`src/rtl/sms_tal_arbiter_if.sv`:
```
// Handshake bundle between the TAL arbiter, its requesters and the shared
// SMS_CARD_TAL pulse-latch card.
//   slave  : the arbiter side (drives grants, acks and the card inputs)
//   master : the requester/card side (drives req and the card's d output)
interface sms_tal_arbiter_if #(
   parameter int N_REQ = 4
);
   localparam int GW = (N_REQ > 1) ? $clog2(N_REQ) : 1;

   logic [N_REQ-1:0] req;
   logic [N_REQ-1:0] ack;
   logic [N_REQ-1:0] err;
   logic [GW-1:0]    grant_id;
   logic             busy;
   logic             tal_b;
   logic             tal_c;
   logic             tal_d;

   modport slave (
      input  req, tal_d,
      output ack, err, grant_id, busy, tal_b, tal_c
   );

   modport master (
      output req, tal_d,
      input  ack, err, grant_id, busy, tal_b, tal_c
   );
endinterface

```
`src/rtl/sms_tal_arbiter.sv`:
```
// Round-robin arbiter/sequencer sharing one TAL pulse-latch card among
// N_REQ requesters. The granted requester gets a PULSE_W-cycle set pulse on
// tal_b with the gate tal_c held, then the block waits up to TIMEOUT cycles
// for the card's d output and reports ack or err to that requester.
//
// Optional build macro TAL_SYNC_EN: when defined, tal_d passes through a
// 2-flop synchronizer before the FSM sees it (tal_d is asynchronous to
// SYSCLOCK on real hardware). When undefined, tal_d is sampled directly.
//
// state   | meaning
// --------+-----------------------------------------------------------
// IDLE    | card free; requests evaluated round-robin from grant_id+1
// PULSE   | tal_b=1, tal_c=1 for PULSE_W cycles
// WAIT_D  | tal_c=1, counting cycles until d seen or TIMEOUT reached
// RELEASE | one cycle with card inputs low, ack/err pulse visible
module sms_tal_arbiter #(
   parameter int N_REQ   = 4,
   parameter int PULSE_W = 2,
   parameter int TIMEOUT = 15
) (
   input logic             SYSCLOCK,
   input logic             RESET_N,
   sms_tal_arbiter_if.slave bus
);

   localparam int GW  = (N_REQ > 1) ? $clog2(N_REQ) : 1;
   localparam int PCW = 4;
   localparam int WCW = 8;

   typedef enum logic [1:0] {
      S_IDLE    = 2'd0,
      S_PULSE   = 2'd1,
      S_WAIT_D  = 2'd2,
      S_RELEASE = 2'd3
   } state_t;

   state_t           state_q;
   logic [N_REQ-1:0] ack_q;
   logic [N_REQ-1:0] err_q;
   logic [GW-1:0]    grant_id_q;
   logic             busy_q;
   logic             tal_b_q;
   logic             tal_c_q;
   logic [PCW-1:0]   pulse_cnt_q;
   logic [WCW-1:0]   wait_cnt_q;

   logic             d_s;
   logic [GW-1:0]    pick_id_d;
   logic             pick_vld_d;
   int               best_c;
   int               dist_c;

`ifdef TAL_SYNC_EN
   logic [1:0]       d_sync_q;

   // Two-flop synchronizer for the card's asynchronous d output.
   always_ff @(posedge SYSCLOCK or negedge RESET_N) begin
      if (!RESET_N) begin
         d_sync_q <= 2'b00;
      end else begin
         d_sync_q <= {d_sync_q[0], bus.tal_d};
      end
   end

   assign d_s = d_sync_q[1];
`else
   assign d_s = bus.tal_d;
`endif

   // Round-robin pick: nearest set request strictly after grant_id, wrapping;
   // the last granted requester is only chosen again when it is the sole one.
   always_comb begin
      pick_vld_d = 1'b0;
      pick_id_d  = grant_id_q;
      best_c     = N_REQ;
      dist_c     = 0;
      for (int i = 0; i < N_REQ; i++) begin
         dist_c = i - int'(grant_id_q) - 1;
         if (dist_c < 0) begin
            dist_c = dist_c + N_REQ;
         end
         if (((bus.req >> i) & N_REQ'(1)) != '0 && dist_c < best_c) begin
            best_c     = dist_c;
            pick_id_d  = GW'(i);
            pick_vld_d = 1'b1;
         end
      end
   end

   // Sequencer FSM with all outputs registered; ack/err default low so they
   // only ever pulse for the single cycle spent in RELEASE.
   always_ff @(posedge SYSCLOCK or negedge RESET_N) begin
      if (!RESET_N) begin
         state_q     <= S_IDLE;
         ack_q       <= '0;
         err_q       <= '0;
         grant_id_q  <= GW'(N_REQ - 1);
         busy_q      <= 1'b0;
         tal_b_q     <= 1'b0;
         tal_c_q     <= 1'b0;
         pulse_cnt_q <= '0;
         wait_cnt_q  <= '0;
      end else begin
         ack_q <= '0;
         err_q <= '0;
         case (state_q)
            S_IDLE: begin
               if (pick_vld_d) begin
                  grant_id_q  <= pick_id_d;
                  state_q     <= S_PULSE;
                  busy_q      <= 1'b1;
                  tal_b_q     <= 1'b1;
                  tal_c_q     <= 1'b1;
                  pulse_cnt_q <= PCW'(PULSE_W - 1);
               end
            end
            S_PULSE: begin
               if (pulse_cnt_q == '0) begin
                  state_q    <= S_WAIT_D;
                  tal_b_q    <= 1'b0;
                  wait_cnt_q <= '0;
               end else begin
                  pulse_cnt_q <= pulse_cnt_q - PCW'(1);
               end
            end
            S_WAIT_D: begin
               // d is checked first so it wins over a coincident timeout
               if (d_s) begin
                  ack_q   <= N_REQ'(1) << grant_id_q;
                  state_q <= S_RELEASE;
                  tal_c_q <= 1'b0;
               end else if (wait_cnt_q == WCW'(TIMEOUT - 1)) begin
                  err_q   <= N_REQ'(1) << grant_id_q;
                  state_q <= S_RELEASE;
                  tal_c_q <= 1'b0;
               end else begin
                  wait_cnt_q <= wait_cnt_q + WCW'(1);
               end
            end
            S_RELEASE: begin
               state_q    <= S_IDLE;
               busy_q     <= 1'b0;
               wait_cnt_q <= '0;
            end
            default: begin
               state_q <= S_IDLE;
               busy_q  <= 1'b0;
               tal_b_q <= 1'b0;
               tal_c_q <= 1'b0;
            end
         endcase
      end
   end

   assign bus.ack      = ack_q;
   assign bus.err      = err_q;
   assign bus.grant_id = grant_id_q;
   assign bus.busy     = busy_q;
   assign bus.tal_b    = tal_b_q;
   assign bus.tal_c    = tal_c_q;

endmodule

```
`src/flat_wrapper.sv`:
```
// flat-port wrapper written by rule: the top's interface ports become plain ports
module sms_tal_arbiter_flat 
#(
   parameter int N_REQ   = 4,
   parameter int PULSE_W = 2,
   parameter int TIMEOUT = 15
)
  (SYSCLOCK, RESET_N, bus_req, bus_tal_d, bus_ack, bus_err, bus_grant_id, bus_busy, bus_tal_b, bus_tal_c);
  sms_tal_arbiter_if #(.N_REQ(N_REQ)) bus_i ();
  input logic SYSCLOCK;
  input logic RESET_N;
  input wire logic [$bits(bus_i.req)-1:0] bus_req;
  input wire logic [$bits(bus_i.tal_d)-1:0] bus_tal_d;
  output wire logic [$bits(bus_i.ack)-1:0] bus_ack;
  output wire logic [$bits(bus_i.err)-1:0] bus_err;
  output wire logic [$bits(bus_i.grant_id)-1:0] bus_grant_id;
  output wire logic [$bits(bus_i.busy)-1:0] bus_busy;
  output wire logic [$bits(bus_i.tal_b)-1:0] bus_tal_b;
  output wire logic [$bits(bus_i.tal_c)-1:0] bus_tal_c;
  assign bus_i.req = bus_req;
  assign bus_i.tal_d = bus_tal_d;
  assign bus_ack = bus_i.ack;
  assign bus_err = bus_i.err;
  assign bus_grant_id = bus_i.grant_id;
  assign bus_busy = bus_i.busy;
  assign bus_tal_b = bus_i.tal_b;
  assign bus_tal_c = bus_i.tal_c;
  sms_tal_arbiter #(.N_REQ(N_REQ), .PULSE_W(PULSE_W), .TIMEOUT(TIMEOUT)) u_core (.SYSCLOCK(SYSCLOCK), .RESET_N(RESET_N), .bus(bus_i));
endmodule
```
`config.mk`:
```
export PLATFORM = sky130hd
export DESIGN_NAME = sms_tal_arbiter_flat
export DESIGN_NICKNAME = d
export VERILOG_FILES = /design/src/rtl/sms_tal_arbiter_if.sv /design/src/rtl/sms_tal_arbiter.sv /design/src/flat_wrapper.sv
export SDC_FILE = /design/constraint.sdc
export NUM_CORES = 1
export LEC_CHECK = 0
export ABC_AREA = 1
export BUFFER_PORTS_ARGS = -buffer_cell sky130_fd_sc_hd__buf_2
export CORE_MARGIN = 2
export CORE_UTILIZATION = 45
export CTS_CLUSTER_DIAMETER = 100
export DETAILED_ROUTE_END_ITERATION = 12
export PLACE_DENSITY = 0.66
export SLEW_MARGIN = 30
export SYNTH_ARGS = -nofsm -noshare
export SYNTH_HDL_FRONTEND = slang
export SYNTH_SLANG_ARGS = --single-unit
```
`constraint.sdc`:
```
create_clock -name SYSCLOCK -period 13.5 [get_ports SYSCLOCK]
set_clock_uncertainty 0.1 [all_clocks]
set_input_delay 2.7 -clock SYSCLOCK [delete_from_list [all_inputs] [get_ports SYSCLOCK]]
set_output_delay 2.7 -clock SYSCLOCK [all_outputs]
set_load 0.02 [all_outputs]
```
==> impl_metrics.py, run 1 <==
metrics = {
    "global_route": {
        "met1_usage_pct": 25.1,
        "first_global_vias": 3097,
        "grt_pass1_wl_um": 13600,
        "grtUsageMet3_pct": 1.33,
        "grt_max_degree": 28,
        "grt_overflow": 0,
        "grt_use_met2_pct": 30.8,
        "grt_antenna_before_repair": 0,
        "track_usage_pct": 18.1,
        "grt-busiest-layer": "met2",
    },
    "logic_synthesis": {
        "synthMuxAreaShare_pct": 0,
        "synthAdderAreaFrac_pct": 36.8,
        "synth-simple-area-share_pct": 25.0,
        "synth_xor_area_share_pct": 0.689,
        "avgSynthCellArea_sq_um": 7.66,
        "synthFlopType": "dfrtp_1",
        "synth_top_family_by_area": "adder cells",
        "synth_compound_area_share_pct": 11.6,
        "synth-edff-count": 0,
        "postSynth.asyncResetShare_pct": 100,
        "yosysWarnings": 0,
        "ys_ff_latch": 27,
        "yosysSeqAreaShare_pct": 17.8,
        "syn_inst": 498,
        "yosys.cell_types.count": 41,
        "syn_area_sq_um": 3810,
    },
    "final_layout": {
        "nets": 671,
        "syn2layout_area_growth_pct": 9.58,
        "final_util_pct": 50.9,
        "final_layout_size_suffix_gt1_share_pct": 7.25,
        "fillers": 836,
        "insertedDiodeCount": 0,
    },
    "timing": {
        "finalMaxSlewViolations": 0,
        "rsz0062_at_grt": "false",
        "setup_violations": 0,
        "final_hold_viol_count": 0,
        "min_period_over_period_pct": 63.1,
        "max_freq_mhz": 117,
        "fin_setup_tns_ns": 0,
        "fin_crit_ns": 8.52,
        "hold_slack_ns": 0.378,
        "max_slew_margin_pct": 55.2,
        "tightest_slew_ns": 0.671,
    },
    "critical_path": {
        "cpMostUsedCell": "nand2_1",
        "path_delay_family": "simple AND/OR/NAND/NOR gates",
        "worstPathRequired_ns": 13.58,
        "critPathBufInv": 5,
        "path_max_fanout": 25,
        "critical_path.endpoint_type": "register",
        "cp-start-kind": "input port",
        "critPathArrivalTime_ns": 8.60,
        "cpPeakStageDelay_ns": 0.58,
        "path_class": "in2reg",
        "slowest_stage": "nor2_2",
    },
    "clock_network": {
        "clk_pin_slew_worst_paths_ns": 0.09,
        "postCtsSetupBuffers": 0,
        "cts_resized": 0,
        "clockBufferDepth": 2,
        "hold_buffers": 0,
        "htree_levels": 1,
        "cts_num_sinks": 27,
        "cts_tree": "yes",
        "cts_buffers": 3,
        "cts_root_buffer": "clkbuf_8",
        "insertion_delay_ns": 0.28,
    },
    "pwr": {
        "p_leak_uw": 0.00229,
        "peakVddDrop_mv": 0.127,
        "pwr-share-seq_pct": 13.3,
        "powerDensity_nw_per_um2": 224,
        "p_int_uw": 413,
        "sw_frac_of_total_pct": 56.0,
        "combPwrFrac_pct": 81.7,
        "p_switching_uw": 525,
        "clkPwrFrac_pct": 5.0,
    },
    "detailed_routing": {
        "wire_per_inst_um": 12.0,
        "vias": 3319,
        "vias_per_cell": 5.05,
        "final_antenna_net_count": 0,
        "drt-total-wl_um": 7900,
        "drt_first_pass_iters": 4,
        "drtIter0Drc": 173,
        "route.detailed.drc": 0,
    },
    "floorplanning": {
        "dieArea_sq_um": 9230,
        "pin_count": 20,
        "core_sq_um": 8220,
        "die_w_um": 96.1,
        "num_rows": 33,
        "die_h_um": 96.1,
        "start_util_pct": 46.4,
    },
    "hold_path": {
        "hp-class": "reg2reg",
    },
    "place": {
        "io_buffers": 19,
        "hpwl_um": 6610,
        "gp_congestion": 0.844,
    },
    "run": {
        "max_cap_viol_count": 0,
    },
    "outcome": {
        "status": "completed",
    },
}
cell families after synthesis:
logic type | after synthesis
DFF | 27
other | 2
xor gates and xnor gates | 3
buffers and inverters | 74
adders and majority gates | 111
and+or+nand+nor | 206
AOI/OAI and AO/OA | 75
power groups by stage:
stage          logic (uW)  clock network, uW  registers, uW
2_1_floorplan         604                  0            132
3_3_place_gp          741                  0            127
3_5_place_dp          763                  0            126
4_1_cts               767               47.1            125
5_1_grt               884               51.6            129
6_report              766               46.5            125
state kept, by name (all words and copies together), names as in the netlist:
register	count
u_core.bus.err	4
u_core.wait_cnt_q	8
u_core.bus.busy	1
u_core.pulse_cnt_q	4
u_core.bus.tal_c	1
u_core.bus.tal_b	1
u_core.bus.ack	4
u_core.state_q	2
u_core.bus.grant_id	2
worst reg2reg max path: cells and delay by family, from the launching register on:
family,cells,cell delay (ns)
and+or+nand+nor,22,3.29
buffers and inverters,3,0.76
adders and majority gates,4,1.18
AOI/OAI and AO/OA,8,0.97
DFF,1,0.68
metal layers:
| metal | wire length [um] | up-vias |
|---|---|---|
| met2 | 3610 | 46 |
| met5 | 0 | - |
| met1 | 3990 | 1504 |
| met3 | 218 | 7 |
| li1 | - | 1762 |
| met4 | 80 | 0 |
through the flow:
stage | std cells | setup slack [ns] | instance area, sq um | total power [uW]
final | 657 | 4.98 | 4180 | 938
after global routing | 657 | 4.45 | 4180 | 1060
after CTS | 657 | 5.10 | 4180 | 939
after detailed placement | 653 | 4.81 | 4140 | 889
after global placement | 653 | 5.04 | 4140 | 868
after floorplan | 536 | 5.91 | 3960 | 736
final cells by class:
cell class	instances	area [sq um]	share of cell area (%)
Tap cell	105	131	3.14
Multi-Input combinational cell	435	2980	71.2
Inverter	67	254	6.08
Sequential cell	27	678	16.2
Timing Repair Buffer	19	95.1	2.27
Clock buffer	4	45.0	1.08
layout by cell type, fill, tap and decap left out, drive strengths merged, types with 5 or more instances in the layout:
master	instances
ha	109
nand2	105
inv	66
conb	40
nor2	38
a21oi	29
dfrtp	25
nand4	20
buf	19
nand3	18
a31oi	14
o21ai	14
nor3	13
a211oi	6
nor4	5
Yosys cell counts (5+ instances only):
master    number  area share, %
nor3_1        12            1.6
o21ai_0       10            1.3
nand2_2        5           0.82
ha_1         109             36
nand2_1      100            9.8
a21oi_1       29            3.8
a211oi_1       6            1.2
a31oi_1       14            2.3
dfrtp_1       25             16
nor4_1         5           0.82
inv_1         63            6.2
nand3_1       14            1.8
nand4_1       20            3.3
nor2_1        35            3.4
worst paths after layout:
kind                                             start               endpoint  slack [ns]  cells after the start
worst min register to register        u_core.bus.tal_b       u_core.bus.tal_b        0.38                      2
worst max register to register  u_core.bus.grant_id[0]  u_core.pulse_cnt_q[3]        6.43                     37
min in group asynchronous                      RESET_N   u_core.wait_cnt_q[3]        2.31                      1
worst max-delay path                        bus_req[0]  u_core.pulse_cnt_q[3]        4.98                     40
worst min-delay path                  u_core.bus.tal_b       u_core.bus.tal_b        0.38                      2
max in group asynchronous                      RESET_N      u_core.state_q[1]       10.60                      1
No activity file was read; power rests on OpenSTA's default activity.
==> inputs of run 2 (changes only) <==
--- a/config.mk
+++ b/config.mk
@@ -11,7 +11,7 @@
 export CORE_UTILIZATION = 45
 export CTS_CLUSTER_DIAMETER = 100
 export DETAILED_ROUTE_END_ITERATION = 12
-export PLACE_DENSITY = 0.66
+export PLACE_DENSITY = 0.68
 export SLEW_MARGIN = 30
 export SYNTH_ARGS = -nofsm -noshare
 export SYNTH_HDL_FRONTEND = slang
==> constraint.sdc (replaced) <==
create_clock -name SYSCLOCK -period 7.1 [get_ports SYSCLOCK]
set_clock_uncertainty 0.1 [all_clocks]
set_input_delay 1.42 -clock SYSCLOCK [delete_from_list [all_inputs] [get_ports SYSCLOCK]]
set_output_delay 1.42 -clock SYSCLOCK [all_outputs]
set_load 0.02 [all_outputs]
==> run 2 against run 1 <==
Against the previous run:
- global-route usage is 0.88 points higher
- non-clock buffer count is 2 higher
- utilization is 0.24 points higher
- largest cell class unchanged
- total power is 92% higher
- flip-flop and latch count stayed put
- critical endpoint is now u_core.pulse_cnt_q[1]
- via count is 1.4% higher
- critical path type is now reg2reg
- critical path depth is 4 lower
- register-to-register slack worse by 5.7 ns
- highest routed layer unchanged
- hold slack better by 0.016 ns
==> impl_metrics.py, run 2 (synthesis results as in run 1) <==
metrics = {
    "outcome": {
        "status": "completed",
    },
    "hold_path": {
        "hp-class": "reg2reg",
    },
    "detailed_routing": {
        "drt-total-wl_um": 8030,
        "drtIter0Drc": 122,
        "final_antenna_net_count": 0,
        "wire_per_inst_um": 12.2,
        "vias": 3366,
        "vias_per_cell": 5.11,
        "route.detailed.drc": 0,
        "drt_first_pass_iters": 4,
    },
    "global_route": {
        "grtUsageMet3_pct": 1.41,
        "grt-busiest-layer": "met2",
        "grt_use_met2_pct": 34.0,
        "first_global_vias": 3218,
        "grt_overflow": 0,
        "met1_usage_pct": 25.1,
        "track_usage_pct": 19.0,
        "grt_antenna_before_repair": 0,
        "grt_pass1_wl_um": 14200,
        "grt_max_degree": 28,
    },
    "clock_network": {
        "clk_pin_slew_worst_paths_ns": 0.09,
        "clockBufferDepth": 2,
        "postCtsSetupBuffers": 0,
        "cts_tree": "yes",
        "cts_num_sinks": 27,
        "htree_levels": 1,
        "insertion_delay_ns": 0.27,
        "cts_buffers": 3,
        "cts_root_buffer": "clkbuf_8",
    },
    "place": {
        "io_buffers": 19,
        "pre_cts_ws_ns": 0.545,
        "gp_congestion": 0.890,
        "hpwl_um": 6670,
        "dp_cells": 655,
        "placed_area_sq_um": 4150,
    },
    "timing": {
        "tightest_slew_ns": 0.721,
        "max_freq_mhz": 156,
        "fin_setup_tns_ns": 0,
        "finalMaxSlewViolations": 0,
        "min_period_over_period_pct": 90.0,
        "postLayoutSetupSlackWorst_ns": 0.707,
        "fin_crit_ns": 6.39,
        "setup_violations": 0,
        "final_hold_viol_count": 0,
        "max_slew_margin_pct": 51.7,
        "rsz0062_at_grt": "false",
    },
    "critical_path": {
        "critPathArrivalTime_ns": 6.46,
        "cp-start-kind": "register",
        "cpPeakStageDelay_ns": 0.64,
        "slowest_stage": "dfstp_2",
        "critical_path.endpoint_type": "register",
        "path_class": "reg2reg",
        "worstPathRequired_ns": 7.17,
        "path_max_fanout": 17,
        "path_delay_family": "simple AND/OR/NAND/NOR gates",
        "cpMostUsedCell": "nand2_1",
        "critPathBufInv": 1,
    },
    "final_layout": {
        "instances_no_fill": 659,
        "nets": 673,
        "syn2layout_area_growth_pct": 10.1,
        "largest_reg_flops": 8,
        "fillers": 806,
        "mostFrequentLayoutCells": "109 x ha_1, 100 x nand2_1, 63 x inv_1",
        "final_layout_size_suffix_gt1_share_pct": 7.58,
        "stdcell_area_sq_um": 4200,
        "mostFrequentLayoutCell": "ha_1",
        "max_flop_register": "u_core.wait_cnt_q",
        "insertedDiodeCount": 0,
    },
    "pwr": {
        "pwr-share-seq_pct": 13.1,
        "p_int_uw": 795,
        "p_leak_uw": 0.00230,
        "p_switching_uw": 1000,
        "sw_frac_of_total_pct": 55.8,
        "clkPwrFrac_pct": 4.8,
        "combPwrFrac_pct": 82.2,
        "powerDensity_nw_per_um2": 428,
        "peakVddDrop_mv": 0.319,
    },
    "floorplanning": {
        "start_util_pct": 46.4,
        "num_rows": 33,
        "die_h_um": 96.1,
        "die_w_um": 96.1,
        "pin_count": 20,
        "dieArea_sq_um": 9230,
        "core_sq_um": 8220,
    },
    "run": {
        "max_cap_viol_count": 0,
    },
}
run 2: through the flow:
stage               hold WS [ns]  total power [uW]  utilization (%)
floorplan                  0.342              1400                -
global placement           0.361              1650             50.5
detailed placement         0.372              1690             50.5
CTS                        0.397              1790             51.1
global route               0.430              2060             51.1
finish                     0.394              1800             51.1
run 2: tightest hold or removal path, stage by stage (launching register included):
cell	delay, ns
dfrtp_1	0.37
nand2_1	0.06
nand2_1	0.05
run 2: worst paths after layout:
kind / startpoint / to / slack (ns) / cells past startpoint
setup / recovery: u_core.bus.grant_id[0] / u_core.pulse_cnt_q[1] / 0.71 / 36
hold / removal: u_core.bus.tal_b / u_core.bus.tal_b / 0.39 / 2
setup reg to reg: u_core.bus.grant_id[0] / u_core.pulse_cnt_q[1] / 0.71 / 36
hold reg to reg: u_core.bus.tal_b / u_core.bus.tal_b / 0.39 / 2
max in group asynchronous: RESET_N / u_core.bus.tal_c / 5.47 / 1
min in group asynchronous: RESET_N / u_core.wait_cnt_q[1] / 1.04 / 1
run 2: final cells by class:
cell class / instances / area [sq um] / area share [%]
Clock buffer: 4 / 45.0 / 1.07
Timing Repair Buffer: 21 / 110 / 2.62
Sequential cell: 27 / 678 / 16.1
Inverter: 67 / 254 / 6.05
Tap cell: 105 / 131 / 3.13
Multi-Input combinational cell: 435 / 2980 / 71.0
run 2: what timing repair did:
| action | in CTS | in global routing |
|---|---|---|
| gates resized for setup | 0 | 1 |
| setup endpoints to repair | 0 | 9 |
| hold buffers | 0 | 0 |
run 2: metal layers:
metal | share of wire, % | wire length [um] | vias to the layer above
li1 | - | - | 1765
met1 | 49 | 3950 | 1544
met2 | 48 | 3830 | 48
met3 | 2.3 | 182 | 9
met4 | 0.92 | 74 | 0
met5 | 0 | 0 | -
run 2: power groups by stage:
stage,Sequential (uW),Combinational [uW],Clock [uW]
after floorplan,251,1150,0
after global placement,238,1420,0
after detailed placement,238,1450,0
after CTS,235,1470,89.5
after global routing,242,1720,96.6
final,235,1480,86.0
